[src/rtl/nic_pkg.sv]
// Shared constants, types and helpers for the NIC controller slice.
package nic_pkg;

   localparam int DATA_W = 64;
   localparam int CNT_W  = 16;

   // Processor-visible locations.
   localparam logic [1:0] NIC_OUT_BUF  = 2'b00;
   localparam logic [1:0] NIC_OUT_STAT = 2'b01;
   localparam logic [1:0] NIC_IN_BUF   = 2'b10;
   localparam logic [1:0] NIC_IN_STAT  = 2'b11;

   // Status word layout, big-endian numbering (bit 0 is the MSB).
   localparam int STAT_CNT_FIRST = 32;
   localparam int STAT_CNT_LAST  = 47;
   localparam int STAT_FULL_BIT  = 63;

   typedef enum logic {
      CH_EMPTY = 1'b0,
      CH_FULL  = 1'b1
   } ch_state_e;

   // Pack a channel counter and full flag into a status word.
   function automatic logic [0:DATA_W-1] make_status(input logic [CNT_W-1:0] cnt,
                                                     input logic             full);
      logic [0:DATA_W-1] w_word;
      w_word = '0;
      w_word[STAT_CNT_FIRST:STAT_CNT_LAST] = cnt;
      w_word[STAT_FULL_BIT] = full;
      return w_word;
   endfunction

endpackage

[src/rtl/nic_if.sv]
// Processor NIC port plus router port, bundled as one interface.
interface nic_if;
   import nic_pkg::*;

   // Processor side
   logic              nicEn;
   logic              nicWrEn;
   logic [0:1]        addr_nic;
   logic [0:DATA_W-1] d_in;
   logic [0:DATA_W-1] d_out;

   // Router side
   logic              net_so;
   logic              net_ro;
   logic [0:DATA_W-1] net_do;
   logic              net_si;
   logic              net_ri;
   logic [0:DATA_W-1] net_di;

   // The controller end of the bundle.
   modport slave (
      input  nicEn, nicWrEn, addr_nic, d_in, net_ro, net_si, net_di,
      output d_out, net_so, net_do, net_ri
   );

   // The processor/router end of the bundle.
   modport master (
      output nicEn, nicWrEn, addr_nic, d_in, net_ro, net_si, net_di,
      input  d_out, net_so, net_do, net_ri
   );

endinterface

[src/rtl/nic_channel_buffer.sv]
// One-entry channel buffer: 64-bit register, EMPTY/FULL FSM and a 16-bit
// wrapping packet counter. COUNT_ON_FILL picks which event is counted
// (fill for the input channel, drain for the output channel).
module nic_channel_buffer
   import nic_pkg::*;
#(
   parameter bit COUNT_ON_FILL = 1'b1
) (
   input  logic              clk,
   input  logic              reset,
   input  logic              fill,
   input  logic [0:DATA_W-1] fill_data,
   input  logic              drain,
   output logic [0:DATA_W-1] data,
   output logic              full,
   output logic [CNT_W-1:0]  count
);

   ch_state_e         r_state;
   ch_state_e         w_state_next;
   logic [0:DATA_W-1] r_data;
   logic [CNT_W-1:0]  r_count;
   logic              w_do_fill;
   logic              w_do_drain;
   logic              w_count_en;

   // Fill is only honoured when empty and drain only when full, so the two
   // can never act on the same edge.
   assign w_do_fill  = fill  & (r_state == CH_EMPTY);
   assign w_do_drain = drain & (r_state == CH_FULL);
   assign w_count_en = COUNT_ON_FILL ? w_do_fill : w_do_drain;

   // Next-state logic for the EMPTY/FULL FSM.
   always_comb begin
      // NOTE: default first so every path assigns w_state_next and no latch is inferred.
      w_state_next = r_state;
      case (r_state)
         CH_EMPTY: if (w_do_fill)  w_state_next = CH_FULL;
         CH_FULL:  if (w_do_drain) w_state_next = CH_EMPTY;
         default:                  w_state_next = CH_EMPTY;
      endcase
   end

   // FSM state register.
   always_ff @(posedge clk) begin
      // NOTE: non-blocking assignments so all flops see pre-edge values.
      if (reset) r_state <= CH_EMPTY;
      else       r_state <= w_state_next;
   end

   // Data register and packet counter.
   always_ff @(posedge clk) begin
      // NOTE: the 64-bit buffer is reset too, because its value is visible on net_do right after reset.
      if (reset) begin
         r_data  <= '0;
         r_count <= '0;
      end else begin
         if (w_do_fill)  r_data  <= fill_data;
         if (w_count_en) r_count <= r_count + 1'b1;
      end
   end

   assign data  = r_data;
   assign full  = (r_state == CH_FULL);
   assign count = r_count;

endmodule

[src/rtl/nic_controller.sv]
// NIC between the processor's NIC port and a mesh router port: address
// decode, handshake gating and the registered processor read path.
module nic_controller
   import nic_pkg::*;
(
   input  logic  clk,
   input  logic  reset,
   nic_if.slave  bus
);

   logic              w_rd;
   logic              w_wr;
   logic              w_out_fill;
   logic              w_in_drain;
   logic              w_out_full;
   logic              w_in_full;
   logic [0:DATA_W-1] w_out_data;
   logic [0:DATA_W-1] w_in_data;
   logic [CNT_W-1:0]  w_tx_cnt;
   logic [CNT_W-1:0]  w_rx_cnt;
   logic [0:DATA_W-1] w_rd_data;
   logic [0:DATA_W-1] r_d_out;

   assign w_rd       = bus.nicEn & ~bus.nicWrEn;
   assign w_wr       = bus.nicEn &  bus.nicWrEn;
   assign w_out_fill = w_wr & (bus.addr_nic == NIC_OUT_BUF);
   assign w_in_drain = w_rd & (bus.addr_nic == NIC_IN_BUF);

   // Output channel: filled by the processor, drained by the router.
   // net_so is the full flag, so net_ro alone acts as the drain request.
   nic_channel_buffer #(.COUNT_ON_FILL(1'b0)) u_out_chan (
      .clk       (clk),
      .reset     (reset),
      .fill      (w_out_fill),
      .fill_data (bus.d_in),
      .drain     (bus.net_ro),
      .data      (w_out_data),
      .full      (w_out_full),
      .count     (w_tx_cnt)
   );

   // Input channel: filled by the router, drained by a processor read.
   // net_ri is !full, so net_si alone acts as the fill request.
   nic_channel_buffer #(.COUNT_ON_FILL(1'b1)) u_in_chan (
      .clk       (clk),
      .reset     (reset),
      .fill      (bus.net_si),
      .fill_data (bus.net_di),
      .drain     (w_in_drain),
      .data      (w_in_data),
      .full      (w_in_full),
      .count     (w_rx_cnt)
   );

   // Read-data select from pre-edge buffer and status values.
   always_comb begin
      w_rd_data = '0;
      case (bus.addr_nic)
         NIC_OUT_BUF:  w_rd_data = w_out_data;
         NIC_OUT_STAT: w_rd_data = make_status(w_tx_cnt, w_out_full);
         NIC_IN_BUF:   w_rd_data = w_in_data;
         NIC_IN_STAT:  w_rd_data = make_status(w_rx_cnt, w_in_full);
         default:      w_rd_data = '0;
      endcase
   end

   // Registered processor read data; holds on writes and when idle.
   always_ff @(posedge clk) begin
      if (reset)     r_d_out <= '0;
      else if (w_rd) r_d_out <= w_rd_data;
   end

   assign bus.d_out  = r_d_out;
   assign bus.net_so = w_out_full;
   assign bus.net_do = w_out_data;
   assign bus.net_ri = ~w_in_full;

endmodule

[src/flat_wrapper.sv]
// flat-port wrapper written by rule: the top's interface ports become plain ports
module nic_controller_flat import nic_pkg::*;
  (clk, reset, bus_nicEn, bus_nicWrEn, bus_addr_nic, bus_d_in, bus_net_ro, bus_net_si, bus_net_di, bus_d_out, bus_net_so, bus_net_do, bus_net_ri);
  nic_if bus_i ();
  input  logic clk;
  input  logic reset;
  input wire logic [$bits(bus_i.nicEn)-1:0] bus_nicEn;
  input wire logic [$bits(bus_i.nicWrEn)-1:0] bus_nicWrEn;
  input wire logic [$bits(bus_i.addr_nic)-1:0] bus_addr_nic;
  input wire logic [$bits(bus_i.d_in)-1:0] bus_d_in;
  input wire logic [$bits(bus_i.net_ro)-1:0] bus_net_ro;
  input wire logic [$bits(bus_i.net_si)-1:0] bus_net_si;
  input wire logic [$bits(bus_i.net_di)-1:0] bus_net_di;
  output wire logic [$bits(bus_i.d_out)-1:0] bus_d_out;
  output wire logic [$bits(bus_i.net_so)-1:0] bus_net_so;
  output wire logic [$bits(bus_i.net_do)-1:0] bus_net_do;
  output wire logic [$bits(bus_i.net_ri)-1:0] bus_net_ri;
  assign bus_i.nicEn = bus_nicEn;
  assign bus_i.nicWrEn = bus_nicWrEn;
  assign bus_i.addr_nic = bus_addr_nic;
  assign bus_i.d_in = bus_d_in;
  assign bus_i.net_ro = bus_net_ro;
  assign bus_i.net_si = bus_net_si;
  assign bus_i.net_di = bus_net_di;
  assign bus_d_out = bus_i.d_out;
  assign bus_net_so = bus_i.net_so;
  assign bus_net_do = bus_i.net_do;
  assign bus_net_ri = bus_i.net_ri;
  nic_controller u_core (.clk(clk), .reset(reset), .bus(bus_i));
endmodule
[config.mk]
export PLATFORM = sky130hd
export DESIGN_NAME = nic_controller_flat
export DESIGN_NICKNAME = d
export VERILOG_FILES = /design/src/rtl/nic_pkg.sv /design/src/rtl/nic_if.sv /design/src/rtl/nic_channel_buffer.sv /design/src/rtl/nic_controller.sv /design/src/flat_wrapper.sv
export SDC_FILE = /design/constraint.sdc
export NUM_CORES = 1
export LEC_CHECK = 0
export ABC_AREA = 1
export CORE_ASPECT_RATIO = 0.9
export CORE_MARGIN = 4
export CORE_UTILIZATION = 40
export DETAILED_ROUTE_END_ITERATION = 8
export DONT_BUFFER_PORTS = 1
export PLACE_DENSITY_LB_ADDON = 0.3
export SLEW_MARGIN = 5
export SYNTH_ARGS = -nofsm -noshare
export SYNTH_HDL_FRONTEND = slang
export SYNTH_HIERARCHICAL = 1
export SYNTH_SLANG_ARGS = --single-unit
[constraint.sdc]
create_clock -name clk -period 2.85 [get_ports clk]
set_input_delay 0.1425 -clock clk [delete_from_list [all_inputs] [get_ports clk]]
set_output_delay 0.1425 -clock clk [all_outputs]
set_load 0.01 [all_outputs]
# Yosys cells after proc, flatten, opt, wreduce, memory -nomap -nowiden
# Cells that the tools add are included.
# word_totals
word_cells	31
ff_bits	226
output_inout_bits	130
in_bits	136
# classes
muxes	7
n_addsub	2
n_eq_ne	3
reduce_logical	1
n_bitwise	11
# ops
op	n
64-bit case mux with 4 select lines	1
16-bit by 1-bit adder with 16-bit output, second input constant	2
1-bit bitwise AND	8
2-bit == test, second input constant	2
1-bit two-way mux	4
1-bit case mux with 2 select lines	2
1-bit NOT	3
2-bit by 1-bit == test with 1-bit output, second input constant	1
2-bit logical NOT	1

# Depth between registers and ports, before layout
# depth
depth_word	6
ltp_mapped	10
mapped_depth_nobuf	8

# Modules after synthesis
# The synthesis kept the hierarchy.
# by_module_without_submodules
module	n_inst	area_each_um2	cells_per_inst	seq_area_each_um2
nic_controller	1	3264.4	502	1281.2
nic_channel_buffer at u_core.u_in_chan	1	3045.4	404	1621.6
nic_channel_buffer at u_core.u_out_chan	1	2989.1	402	1621.6

# Least setup slack after synthesis
# No wires, ideal clock.
# synth_path
path_type	input -> register
from	in bus_addr_nic[1]
to	reg u_core.u_out_chan.r_data (netlist bit u_core/u_out_chan/data[0])
arrival_time_ns	1.413
setup_ns	0.064
n_path_buf	3
path_stages	10
required_time_ns	2.786
slack_ns	1.372
path_cell_list	inv_2 -> nand2_2 -> buf_4 -> nor3_1 -> inv_1 -> nor2_1 -> buf_2 -> buf_2 -> o21ai_0 -> nor2_1
# synth_between
elab_chain_cells	3
# synth_rtl
item	line_no	text
from (decl)	flat_wrapper.sv:9	input wire logic [$bits(bus_i.addr_nic)-1:0] bus_addr_nic;
2-bit logical NOT	nic_controller.sv:26	assign w_out_fill = w_wr & (bus.addr_nic == NIC_OUT_BUF);
1-bit bitwise AND	nic_controller.sv:26	
named net u_core.w_out_fill	nic_controller.sv:13	logic w_out_fill;
1-bit bitwise AND	nic_channel_buffer.sv:29	assign w_do_fill = fill & (r_state == CH_EMPTY);
to (signal assigned)	nic_channel_buffer.sv:58	if (w_do_fill) r_data <= fill_data;
to (decl)	nic_channel_buffer.sv:21	logic [0:DATA_W-1] r_data;
# The timed path passes the listed nets, and every way through them passes these cells.
# A chain may end at the register's enable or synchronous reset.

# Worst setup path after layout
# layout_path
from	in bus_addr_nic[1]
to	reg u_core.u_out_chan.r_data (netlist bit u_core/u_out_chan/data[32])
# Same word-level chain as after synthesis.

==> qor.csv <==
stage;metric;value;unit
cells_and_area;multi-input logic area;4260;um^2
pwr;Seq pwr share;47.6;%
pwr;sw frac;25.1;%
status;status;completed;
floorplan;Initial Util;41.0;%
cells_and_area;fraction of layout cells with a size suffix above 1;5.20;%
sta;Worst slew margin;20.5;%
synth;sequential share of the synthesized area;48.7;%
clocking;Max Buffers Root-to-Sink;3;
cells_and_area;Finished Core Util;51.1;%
placement;dpl cell area;9410;um^2
worst_setup_path;CP Cell Sequence;dlygate4sd3_1 > inv_2 > nand2_2 > nor3_1 > inv_1 > nor2_4 > inv_2 > nor2_1 > nor2_1;
synth;top-count cell post-synth;nor2_1;
synth;Yosys top cell area share;48.7;%
global_routing;total gr overflow;0;
synth;top_reg_cell synth;dfxtp_1;
flow_run;max-cap violation count;0;
worst_setup_path;startpoint types;input port;
detailed_routing;vias post-DR;9000;
global_routing;initial antenna violation count;2;
cells_and_area;Sequential Area;4520;um^2
worst_setup_path;crit path buf inv count;4;
synth;syn_area_per_cell;7.11;um^2
synth;synth warn;6;
cells_and_area;Layout area overhead;24.8;%
floorplan;die area;25800;um^2
worst_setup_path;crit path capture type;flop;
pwr;Pwr per Cell Area;620;nW/um^2
worst_setup_path;CP top delay family;buffers and inverters;
clocking;CTS H-tree depth;1;
global_routing;GRT Total Usage;22.8;%
cells_and_area;final instance area;11600;um^2
synth;most common library cells after synthesis;nor2_1, nand2_1, dfxtp_1;
detailed_routing;wire per inst;18.0;um
worst_setup_path;crit path DAT;2610;ps
worst_setup_path;Setup Crit Path Kind;input port to flop;
synth;EDFF count, synth;0;
global_routing;first-pass GRT wire length;47800;um
worst_setup_path;CP Data Required Time;3280;ps
clocking;Root Driver;clkbuf_16;
sta;Hold Slack;48.9;ps
floorplan;Core Region;22700;um^2
detailed_routing;initial drt markers;745;
worst_setup_path;crit path max fanout;64;
synth;cells after synthesis;1308;
sta;clock skew;21.3;ps
floorplan;Die W;169;um
synth;Synth Net Count;1446;
synth;async set or reset register ratio after synthesis;0;%
clocking;CTS tree;yes;
clocking;clock sink count;226;
sta;Final setup viols;0;
sta;max-slew violation count;0;
detailed_routing;DRC violations left;0;
synth;#FFs+latches synth;226;
synth;top cell type by total area after synthesis;dfxtp_1;
detailed_routing;drt total wl;31000;um
worst_setup_path;Crit-path slowest cell;inv_2;
pwr;power share of the combinational group;9.0;%
placement;post-DP HPWL;19900;um
pwr;Pint;5390;uW
detailed_routing;ANT nets after route;0;
sta;Hold Fails Final Rpt;0;
sta;final worst path period need;2180;ps
placement;pre-CTS setup slack;761;ps
pwr;Lkg Pwr;0.00471;uW
sta;Worst-Margin Slew;1190;ps
pwr;worst ir drop on vdd;0.728;mV
pwr;NetSw;1810;uW
detailed_routing;1st-pass router iterations;5;
synth;largest cells by area after synthesis;dfxtp_1, nor2_1, nand2_1;
synth;Cell Area, Synth;9300;um^2
clocking;Num CTS Buffers;25;
pwr;Clock power frac;43.4;%
worst_setup_path;crit-path max cell delay;840;ps
clocking;clock latency on the worst-skew pair;530;ps
placement;routability congestion estimate;0.836;
sta;final worst-path cycle share;76.5;%
floorplan;site row count;52;
sta;Setup WS post-layout;671;ps
floorplan;height of the die;153;um
clocking;PostCTS Resize Cnt;0;
sta;setup_tns;0;ps
clocking;clk slew on worst S/H paths;60;ps
placement;I/O Buffers;0;
hold_path;Hold Crit Class;input port to flop;
floorplan;I/O pin cnt;266;
cells_and_area;Final nets;1542;
global_routing;vias in the first global route;8441;
cells_and_area;Fillers;2179;
global_routing;largest net degree at the start of global routing;71;
sta;Max Fclk;0.459;GHz
synth;library cells used by synthesis;30;
detailed_routing;vias per inst;5.23;
sta;RSZ-0062 raised after global routing;false;
==> what timing repair did <==
action | CTS | global route
hold endpoints to repair | 204 | 0
hold buffers | 137 | 0
setup buffers | 0 | 0
==> logic make-up after synthesis <==
logic type      count (synthesis)  synth area share [%]
simple gates                  692                  29.9
xor+xnor                        2                 0.188
flops                         226                  48.7
buf+inv                       122                  5.68
compound gates                264                  15.3
fa+ha+maj                       2                 0.269
==> power groups by stage <==
stage          combinational (uW)  sequential (uW)  clock [uW]
2_1_floorplan                 372             3450           0
3_3_place_gp                  437             3490           0
3_5_place_dp                  445             3490           0
4_1_cts                       640             3420        3190
5_1_grt                       720             3440        3310
6_report                      649             3420        3120
==> worst min-delay path: cells and delay by family <==
family             cells  cell delay, ps
AOI/OAI and AO/OA      1              60
and+or+nand+nor        3             320
==> metrics by stage <==
stage	cells	total power, uW
after floorplan	1308	3820
after global placement	1537	3930
after detailed placement	1537	3940
after CTS	1719	7260
after global routing	1720	7470
final	1720	7190
==> cell usage in the layout, fill, tap and decap left out, drive strengths merged, types with 15 or more instances in the layout <==
cell type | synthesis | layout
clkbuf | 37 | 37
inv | 43 | 44
nand3 | 70 | 70
a21oi | 76 | 76
nand2 | 250 | 250
dfxtp | 226 | 226
dlygate4sd3 | 0 | 135
a21boi | 24 | 24
o21bai | 15 | 15
nor2 | 357 | 357
o21ai | 146 | 146
==> registers in the layout (all words and copies together), names as in the netlist <==
name and flops:
u_core/u_in_chan/data 64, u_core/u_in_chan/full 1, u_core/u_out_chan/data 64, u_core/u_in_chan/count 16
u_core/bus.d_out 64, u_core/u_out_chan/full 1, u_core/u_out_chan/count 16
==> path summary, 6_finish.rpt <==
kind / slack (ps) / end / start / cells after the start
min: 50 / u_core/bus.d_out[46]$_SDFFE_PP0P_ / bus_addr_nic[1] / 4
max: 670 / u_core/u_out_chan/data[32]$_SDFFE_PP0P_ / bus_addr_nic[1] / 9
max reg2reg: 970 / u_core/u_out_chan/data[32]$_SDFFE_PP0P_ / u_core/u_out_chan/full$_SDFF_PP0_ / 4
min reg2reg: 460 / u_core/bus.d_out[26]$_SDFFE_PP0P_ / u_core/u_in_chan/data[26]$_SDFFE_PP0P_ / 2
==> per-layer routing <==
metal  share of wire [%]  GRT usage, %  wire length, um
met1                  44          31.7            13500
met2                  44          35.4            13800
met3                 9.2          6.04             2870
met4                 2.7          5.99              853
met5               0.042             0               13
==> area by class of cell <==
cell class / instances / share of cell area, %
diodes: 1 / 0.0216
clock buffers: 37 / 6.12
clock inverters: 8 / 0.701
inverters: 43 / 1.39
multi-input cells: 960 / 36.7
flip-flops and latches: 226 / 39.0
well taps: 297 / 3.20
repair buffers: 148 / 12.9
Power figures use the tool's default switching activity.
